**config.mk**
```make
export PLATFORM = sky130hd
export DESIGN_NAME = fetch_unit_flat
export DESIGN_NICKNAME = d
export VERILOG_FILES = /design/src/rtl/fetch_unit_if.sv /design/src/rtl/fetch_unit.sv /design/src/flat_wrapper.sv
export SDC_FILE = /design/constraint.sdc
export NUM_CORES = 1
export LEC_CHECK = 0
export CAP_MARGIN = 25
export CELL_PAD_IN_SITES_DETAIL_PLACEMENT = 1
export CELL_PAD_IN_SITES_GLOBAL_PLACEMENT = 1
export CORE_UTILIZATION = 25
export CTS_BUF_LIST = sky130_fd_sc_hd__clkbuf_16
export CTS_CLUSTER_SIZE = 12
export DETAILED_ROUTE_END_ITERATION = 8
export DONT_BUFFER_PORTS = 1
export PLACE_DENSITY_LB_ADDON = 0.1
export SLEW_MARGIN = 20
export SYNTH_ARGS = -nofsm -noshare
export SYNTH_HDL_FRONTEND = slang
export SYNTH_SLANG_ARGS = --single-unit
```
**constraint.sdc**
```tcl
create_clock -name clk -period 4 [get_ports clk]
set_input_delay 0.8 -clock clk [delete_from_list [all_inputs] [get_ports clk]]
set_output_delay 0.8 -clock clk [all_outputs]
set_load 0.01 [all_outputs]
```
**src/rtl/fetch_unit_if.sv**
```systemverilog
// Bundle of the fetch unit's memory, redirect and decode handshakes.
// master = fetch unit side, slave = memory / execute / decode side.
interface fetch_unit_if;
  logic        imem_req_valid;
  logic        imem_req_ready;
  logic [31:0] imem_req_addr;
  logic        imem_resp_valid;
  logic [31:0] imem_resp_data;
  logic        redirect_valid;
  logic [31:0] redirect_pc;
  logic        inst_valid;
  logic        inst_ready;
  logic [31:0] inst;
  logic [31:0] inst_pc;

  modport master (
    output imem_req_valid,
    input  imem_req_ready,
    output imem_req_addr,
    input  imem_resp_valid,
    input  imem_resp_data,
    input  redirect_valid,
    input  redirect_pc,
    output inst_valid,
    input  inst_ready,
    output inst,
    output inst_pc
  );

  modport slave (
    input  imem_req_valid,
    output imem_req_ready,
    input  imem_req_addr,
    output imem_resp_valid,
    output imem_resp_data,
    output redirect_valid,
    output redirect_pc,
    input  inst_valid,
    output inst_ready,
    input  inst,
    input  inst_pc
  );
endinterface

```
**src/rtl/fetch_unit.sv**
```systemverilog
// Instruction fetch front end: issues word-aligned reads, tags the in-order
// responses with their request PC, and hands them to decode through a
// 2-entry buffer. Redirects flush the buffer and drain stale responses.
// At most two "tokens" (buffered entries + outstanding + to-be-dropped
// responses) exist at any time, so the buffer can never overflow.
module fetch_unit #(
  parameter logic [31:0] RESET_PC = 32'h0000_0000
) (
  input logic          clk,
  input logic          rst,
  fetch_unit_if.master bus
);
  localparam logic [31:0] PC_MASK = 32'hFFFF_FFFC;

  // architectural state
  logic [31:0] fetch_pc_reg;
  logic [31:0] buf_inst_reg [2];
  logic [31:0] buf_pc_reg [2];
  logic [1:0]  buf_count_reg;
  logic [31:0] pcq_reg [2];
  logic [1:0]  pend_count_reg;
  logic [1:0]  drop_count_reg;
  logic        resp_mask_reg;

  // next-state values for the non-redirect path
  logic [31:0] buf_inst_next [2];
  logic [31:0] buf_pc_next [2];
  logic [1:0]  buf_count_next;
  logic [31:0] pcq_next [2];
  logic [1:0]  pend_count_next;
  logic [1:0]  drop_count_next;

  logic       pop;
  logic       resp_live;
  logic       resp_drop;
  logic       push;
  logic       req_fire;
  logic       overflow;
  logic [2:0] budget;

  // Decode sees the registered head entry only.
  assign bus.inst_valid = (buf_count_reg != 2'd0);
  assign bus.inst       = buf_inst_reg[0];
  assign bus.inst_pc    = buf_pc_reg[0];

  assign pop = bus.inst_valid && bus.inst_ready;

  // Responses are ignored for one cycle after reset; the memory is reset too.
  assign resp_live = bus.imem_resp_valid && !resp_mask_reg;
  assign resp_drop = resp_live && (drop_count_reg != 2'd0);
  assign push      = resp_live && (drop_count_reg == 2'd0) && (pend_count_reg != 2'd0);

  // A head popped this cycle frees its slot immediately, which is what lets
  // a 1-cycle memory keep up with one instruction per cycle.
  assign budget = {1'b0, buf_count_reg} + {1'b0, pend_count_reg}
                + {1'b0, drop_count_reg} - {2'b00, pop};

  assign bus.imem_req_valid = !rst && !bus.redirect_valid && (budget < 3'd2);
  assign bus.imem_req_addr  = fetch_pc_reg;
  assign req_fire           = bus.imem_req_valid && bus.imem_req_ready;

  // Buffer update: shift out the popped head, then append the response.
  always_comb begin
    buf_inst_next  = buf_inst_reg;
    buf_pc_next    = buf_pc_reg;
    buf_count_next = buf_count_reg;
    if (pop) begin
      buf_inst_next[0] = buf_inst_reg[1];
      buf_pc_next[0]   = buf_pc_reg[1];
      buf_count_next   = buf_count_reg - 2'd1;
    end
    if (push && (buf_count_next != 2'd2)) begin
      buf_inst_next[buf_count_next[0]] = bus.imem_resp_data;
      buf_pc_next[buf_count_next[0]]   = pcq_reg[0];
      buf_count_next                   = buf_count_next + 2'd1;
    end
  end

  // PC tag queue: one entry per live outstanding request, oldest first.
  always_comb begin
    pcq_next        = pcq_reg;
    pend_count_next = pend_count_reg;
    if (push) begin
      pcq_next[0]     = pcq_reg[1];
      pend_count_next = pend_count_reg - 2'd1;
    end
    if (req_fire && (pend_count_next != 2'd2)) begin
      pcq_next[pend_count_next[0]] = fetch_pc_reg;
      pend_count_next              = pend_count_next + 2'd1;
    end
  end

  // Drop counter: a redirect turns everything still in flight into stale
  // responses, minus the one that arrives (and is discarded) that same cycle.
  always_comb begin
    drop_count_next = drop_count_reg;
    if (bus.redirect_valid) begin
      drop_count_next = drop_count_reg + pend_count_reg + {1'b0, req_fire}
                      - {1'b0, resp_live && ((drop_count_reg != 2'd0) || (pend_count_reg != 2'd0))};
    end else if (resp_drop) begin
      drop_count_next = drop_count_reg - 2'd1;
    end
  end

  // State register; redirect overrides any concurrent push/pop/request.
  always_ff @(posedge clk) begin
    if (rst) begin
      fetch_pc_reg    <= RESET_PC & PC_MASK;
      buf_inst_reg[0] <= '0;
      buf_inst_reg[1] <= '0;
      buf_pc_reg[0]   <= '0;
      buf_pc_reg[1]   <= '0;
      buf_count_reg   <= 2'd0;
      pcq_reg[0]      <= '0;
      pcq_reg[1]      <= '0;
      pend_count_reg  <= 2'd0;
      drop_count_reg  <= 2'd0;
      resp_mask_reg   <= 1'b1;
    end else begin
      resp_mask_reg  <= 1'b0;
      drop_count_reg <= drop_count_next;
      if (bus.redirect_valid) begin
        fetch_pc_reg   <= bus.redirect_pc & PC_MASK;
        buf_count_reg  <= 2'd0;
        pend_count_reg <= 2'd0;
      end else begin
        if (req_fire) begin
          fetch_pc_reg <= fetch_pc_reg + 32'd4;
        end
        buf_inst_reg   <= buf_inst_next;
        buf_pc_reg     <= buf_pc_next;
        buf_count_reg  <= buf_count_next;
        pcq_reg        <= pcq_next;
        pend_count_reg <= pend_count_next;
      end
    end
  end

  // A live response with nowhere to go means the token budget was broken.
  assign overflow = resp_live && (drop_count_reg == 2'd0)
                 && ((pend_count_reg == 2'd0) || ((buf_count_reg == 2'd2) && !pop));

  assert property (@(posedge clk) disable iff (rst) !overflow);

endmodule

```
**src/flat_wrapper.sv**
```systemverilog
// flat-port wrapper written by rule: the top's interface ports become plain ports
module fetch_unit_flat 
#(
  parameter logic [31:0] RESET_PC = 32'h0000_0000
)
  (clk, rst, bus_imem_req_valid, bus_imem_req_ready, bus_imem_req_addr, bus_imem_resp_valid, bus_imem_resp_data, bus_redirect_valid, bus_redirect_pc, bus_inst_valid, bus_inst_ready, bus_inst, bus_inst_pc);
  fetch_unit_if bus_i ();
  input logic clk;
  input logic rst;
  output wire logic [$bits(bus_i.imem_req_valid)-1:0] bus_imem_req_valid;
  input wire logic [$bits(bus_i.imem_req_ready)-1:0] bus_imem_req_ready;
  output wire logic [$bits(bus_i.imem_req_addr)-1:0] bus_imem_req_addr;
  input wire logic [$bits(bus_i.imem_resp_valid)-1:0] bus_imem_resp_valid;
  input wire logic [$bits(bus_i.imem_resp_data)-1:0] bus_imem_resp_data;
  input wire logic [$bits(bus_i.redirect_valid)-1:0] bus_redirect_valid;
  input wire logic [$bits(bus_i.redirect_pc)-1:0] bus_redirect_pc;
  output wire logic [$bits(bus_i.inst_valid)-1:0] bus_inst_valid;
  input wire logic [$bits(bus_i.inst_ready)-1:0] bus_inst_ready;
  output wire logic [$bits(bus_i.inst)-1:0] bus_inst;
  output wire logic [$bits(bus_i.inst_pc)-1:0] bus_inst_pc;
  assign bus_imem_req_valid = bus_i.imem_req_valid;
  assign bus_i.imem_req_ready = bus_imem_req_ready;
  assign bus_imem_req_addr = bus_i.imem_req_addr;
  assign bus_i.imem_resp_valid = bus_imem_resp_valid;
  assign bus_i.imem_resp_data = bus_imem_resp_data;
  assign bus_i.redirect_valid = bus_redirect_valid;
  assign bus_i.redirect_pc = bus_redirect_pc;
  assign bus_inst_valid = bus_i.inst_valid;
  assign bus_i.inst_ready = bus_inst_ready;
  assign bus_inst = bus_i.inst;
  assign bus_inst_pc = bus_i.inst_pc;
  fetch_unit #(.RESET_PC(RESET_PC)) u_core (.clk(clk), .rst(rst), .bus(bus_i));
endmodule
```
==> results by group, run 1 <==
Logic synthesis
  • Mapped Cells: 1,329
  • Cell area after synthesis: 0.01058 mm²
  • Area contributors post-synth: dfxtp_1, nand2_1, nor2_1
  • Yosys warnings: 0
  • Cell variety after synth: 56
  • Post-synth ARST share: 0%
  • Synth Area per Inst: 7.960 µm²
  • Sequential share of the synthesized area: 43.34%
  • Synth area leader: dfxtp_1
  • Synth Flop Type: dfxtp_1
  • Synth top area share: 43.34%
  • Synthesis-stage register bit count: 229
  • Number of flops mapped to enable cells by yosys: 0

Timing
  • Slew Limit Fails: 0
  • Setup TNS: 0 ps
  • Fin crit share: 95.32%
  • Hold slack: 363.2 ps
  • Final Hold Fails: 0
  • Actual transition at the worst max-transition pin: 944.3 ps
  • Final Skew: 16.98 ps
  • RSZ-0062 raised after global routing: no
  • Relative slew slack: 37.04%
  • Final setup viols: 0
  • Achievable Freq: 0.2623 GHz
  • Tmin final: 3813 ps

Cells and area
  • Final net count: 1,303
  • Layout cells sized above 1: 6.866%
  • Most frequent cells in the layout: nand2_1, dfxtp_1, nor2_1
  • Final Cell Area: 0.01147 mm²
  • Final Core Density: 27.78%
  • Fill count: 4,892
  • Commonest non-fill, non-tap cell in the layout: nand2_1
  • Area growth from synthesis to layout: 8.422%

Floorplanning
  • Die height: 207.7 µm
  • Die width: 207.7 µm
  • Die area: 0.04314 mm²
  • Row count: 74
  • Core ar.: 0.04129 mm²
  • Initial Util: 25.62%
  • Io pins: 168

Worst setup path
  • Crit Path Class: reg -> out
  • Crit path launch type: flip-flop
  • Critical Path Fanout Max: 4
  • Arr. time, crit path: 3010 ps
  • Crit. End Element: output pin
  • Required @ worst endpoint: 3200 ps

Clock network
  • Hold Buf Count CTS: 0
  • H-tree depth: 1
  • Clock slew seen by the registers of the worst setup and hold paths: 60 ps
  • TritonCTS clock tree: done
  • CTS buffer count: 29
  • Root buf cell: clkbuf_16
  • Clock Latency Late Sink: 550 ps
  • Clock Tree Buf Depth: 3
  • Clock sink count: 229

Route
  • Vias: 8,974
  • Remaining DRCs: 0
  • Drt first pass iters: 4
  • DR WL/cell: 20.44 µm
  • Final wirelength: 36.21 mm
  • Final ANT Viol Nets: 0
  • DR iter-0 viols: 335
  • Vias per inst: 5.067

GRT
  • All-Layer GR Usage: 16.76%
  • Total global routing overflow: 0
  • Initial antenna violation count: 2
  • Global-route wire length before repair: 56.98 mm
  • Vias in the first global route: 9,322
  • Pin count of the biggest net entering global routing: 193

Power and ir drop
  • Pwr/cell area: 451.4 mW/mm²
  • Leakage: 3.976 nW
  • Total Power: 5.177 mW
  • Maximum resistive drop on vdd: 296.0 µV

Outcome
  • Status: completed

Min path
  • Hold Path Class: in -> reg

Run
  • Max cap viols: 0

Place
  • PortBufs: 0
  • Cell Area, Placed: 0.01063 mm²
  • Global placer's final weighted congestion: 0.7174
  • Dpl hpwl: 23.39 mm
-- worst max-delay path, stage by stage, from the launching register on --
cell and delay, ps:
dfxtp_1 360, inv_1 100, ha_1 210, nand2b_1 200, xnor2_1 150, ha_1 270, a21o_1 180, ha_1 190
xnor3_2 420, nor3_4 240, buf_4 150
-- synthesized netlist by cell type (4+ instances only) --
| cell type | instances |
|---|---|
| xnor2_1 | 11 |
| nor3_1 | 38 |
| a2111oi_0 | 37 |
| buf_4 | 67 |
| o221ai_1 | 27 |
| dfxtp_1 | 229 |
| inv_1 | 15 |
| nand3_1 | 22 |
| ha_1 | 10 |
| nand2_1 | 260 |
| xor2_1 | 6 |
| nor4_1 | 6 |
| o21ai_0 | 37 |
| nor2_1 | 153 |
| buf_2 | 13 |
| or2_2 | 6 |
| clkbuf_1 | 88 |
| and3_1 | 37 |
| o211ai_1 | 6 |
| nand4_1 | 12 |
| o22ai_1 | 30 |
| mux2i_1 | 39 |
| a21oi_1 | 106 |
| or3_1 | 6 |
| a211oi_1 | 6 |
| o21a_1 | 4 |
| a31oi_1 | 14 |
-- power breakdown --
part	internal (mW)	total, mW	leakage [nW]	switching [mW]
Sequential	2.34	2.46	1.85	0.116
Clock	1.35	2.36	0.446	1.01
Combinational	0.157	0.364	1.68	0.207
-- per-layer routing --
layer,global-route usage (%),wire (µm)
met1,21.69,16690
met2,27.96,16470
met3,4.327,2536
met4,3.525,499
met5,0,13
-- cell families after synthesis --
| group | share of synthesized area [%] |
|---|---|
| buf+inv | 9.249 |
| xor+xnor | 1.620 |
| fa+ha+maj | 1.561 |
| other cells | 0.03545 |
| simple gates | 23.17 |
| mux | 3.797 |
| compound gates | 17.23 |
| flops | 43.34 |
-- cell type report --
class	count	area (µm²)	share of cell area (%)
tap	532	665.6	5.803
multi-input combinational	914	5061	44.13
antenna	1	2.502	0.02182
timing repair buffer	31	270.3	2.356
clock inverter	19	100.1	0.8727
inverter	16	60.06	0.5236
clock buffer	29	725.7	6.327
sequential	229	4584	39.97
-- metrics by stage --
step	worst slack [ps]	instances
2_1_floorplan	240.3	1330
3_3_place_gp	308.8	1722
3_5_place_dp	267.7	1722
4_1_cts	54.25	1770
5_1_grt	21.33	1770
6_report	187.3	1771
-- final timing paths --
path                                           start                                         to  slack [ps]  depth (start not counted)
setup / recovery  u_core.buf_count_reg[0]$_SDFF_PP0_                         bus_imem_req_valid         190                         10
hold / removal                                   rst                                  flip-flop         360                          1
setup reg to reg  u_core.buf_count_reg[0]$_SDFF_PP0_  u_core.bus.imem_req_addr[16]$_SDFFE_PP0P_         330                         13
hold reg to reg                            flip-flop                                  flip-flop         450                          2
-- timing repair --
action | in CTS | in global routing
pin swaps | 0 | 1
endpoints found under the hold margin | 0 | 0
buffers inserted | 0 | 0
gates resized for setup | 1 | 2
setup endpoints to repair | 1 | 1
Note: power is estimated with default switching activity, not from simulation.
==> inputs of run 2 (changes only) <==
CORE_UTILIZATION = 30   (was 25)
==> results by group, run 2 (synthesis results as in run 1) <==
Worst setup path
  • Crit. End Element: output pin
  • Crit Path Class: reg -> out
  • Critical path startpoint: u_core.buf_count_reg[0]$_SDFF_PP0_
  • Arr. time, crit path: 2960 ps
  • Critical Path Fanout Max: 6
  • Critical path's slowest cell: fa_1
  • Crit Reg-Reg Startpoint: u_core.buf_count_reg[0]$_SDFF_PP0_
  • Critical path cell sequence: inv_1 -> ha_1 -> nand2b_1 -> nor2_1 -> fa_1 -> inv_1 -> ha_1 -> xnor3_2 -> nor3_4 -> buf_4
  • Crit path launch type: flip-flop
  • Worst path max stage delay: 420 ps
  • Crit path max-delay family: adder cells
  • Required @ worst endpoint: 3200 ps
  • Worst Path Buf+Inv: 3

GRT
  • Global-route wire length before repair: 53.74 mm
  • Initial antenna violation count: 2
  • All-Layer GR Usage: 18.83%
  • Total global routing overflow: 0
  • Pin count of the biggest net entering global routing: 193
  • Vias in the first global route: 9,188

Clock network
  • Postcts setup bufs: 0
  • H-tree depth: 1
  • Clock sink count: 229
  • Clock slew seen by the registers of the worst setup and hold paths: 50 ps
  • Clock Tree Buf Depth: 3
  • Clock Latency Late Sink: 550 ps
  • Root buf cell: clkbuf_16
  • TritonCTS clock tree: done
  • CTS buffer count: 28
  • Hold Buf Count CTS: 0

Cells and area
  • Fill count: 4,075
  • Commonest non-fill, non-tap cell in the layout: nand2_1
  • Final net count: 1,302
  • Area growth from synthesis to layout: 7.759%
  • Final Non-Filler Cells: 1,693
  • Layout cells sized above 1: 7.120%
  • Most frequent cells in the layout: nand2_1, dfxtp_1, nor2_1

Outcome
  • Status: completed

Power and ir drop
  • Leakage: 3.967 nW
  • Pwr/cell area: 451.2 mW/mm²
  • Maximum resistive drop on vdd: 294.5 µV

Run
  • Max cap viols: 0

Floorplanning
  • Initial Util: 30.55%
  • Die area: 0.03602 mm²
  • Core ar.: 0.03463 mm²
  • Io pins: 168
  • Row count: 68
  • Die width: 189.8 µm
  • Die height: 189.8 µm

Min path
  • Hold Path Class: in -> reg
  • Hold_sp: rst

Timing
  • Fin crit share: 94.11%
  • Final worst slack: 235.6 ps
  • Final Skew: 17.91 ps
  • Final Hold Fails: 0
  • Tmin final: 3764 ps
  • Relative slew slack: 47.46%
  • Achievable Freq: 0.2656 GHz
  • Actual transition at the worst max-transition pin: 788.1 ps
  • Setup TNS: 0 ps
  • RSZ-0062 raised after global routing: no
  • Slew Limit Fails: 0
  • Final setup viols: 0

Place
  • Pre-CTS setup slack: 201.7 ps
  • Dpl hpwl: 21.56 mm
  • Global placer's final weighted congestion: 0.7657
  • Cells after DPL: 1,645
  • PortBufs: 0

Route
  • Remaining DRCs: 0
  • Final ANT Viol Nets: 0
  • Vias per inst: 5.234
  • Vias: 8,862
  • Final wirelength: 33.95 mm
  • DR iter-0 viols: 337
  • DR WL/cell: 20.05 µm
  • Drt first pass iters: 4
[run 2: changes by cell type in the layout (fill, tap and decap cells not counted)]
| cell | before | now |
|---|---|---|
| buf_4 | 28 | 26 |
| clkinvlp_4 | 0 | 1 |
| inv_1 | 26 | 21 |
| buf_12 | 3 | 5 |
| clkinv_2 | 2 | 4 |
| diode_2 | 1 | 2 |
[run 2: metal layers]
| layer | vias up | GRT usage [%] | share of wire (%) |
|---|---|---|---|
| met5 | - | 0 | 0.041 |
| met4 | 2 | 4.249 | 1.9 |
| met3 | 39 | 4.741 | 6.0 |
| met2 | 179 | 32.15 | 47 |
| met1 | 4278 | 23.70 | 45 |
| li1 | 4364 | - | - |
[run 2: area by class of cell]
cell class,instances,area (µm²),area share [%]
multi-input combinational,914,5061,44.40
antenna,2,5.005,0.04390
clock buffer,29,725.7,6.366
timing repair buffer,31,295.3,2.590
sequential,229,4584,40.22
clock inverter,17,95.09,0.8342
inverter,16,63.81,0.5598
tap,455,569.3,4.994
[run 2: timing repair]
action | CTS | global route
setup endpoints to repair | 1 | 2
gates cloned | 0 | 0
gates resized for setup | 3 | 1
pin swaps | 0 | 1
[run 2: final timing paths]
kind	to	slack, ps	depth (start not counted)
setup reg to reg	flip-flop	330	14
hold / removal	flip-flop	370	1
hold reg to reg	flip-flop	450	2
setup / recovery	bus_imem_req_valid	240	10
[run 2: per-stage QoR]
stage               hold WS, ps  total power [mW]  area (µm²)  util, %
finish                    368.2             5.143       11400    32.92
global route              322.4             5.385       11400    32.91
CTS                       284.8             5.239       11390    32.89
detailed placement        440.1             2.862       10560    30.49
global placement          435.4             2.850       10560    30.49
floorplan                 432.8             2.782       10580        -
[run 2: report_power, final]
part	total, mW	internal, mW	leakage (nW)	switching (mW)
registers	2.45	2.34	1.85	0.114
logic	0.361	0.158	1.68	0.203
clock network	2.33	1.35	0.432	0.980
total	5.14	3.85	3.97	1.30
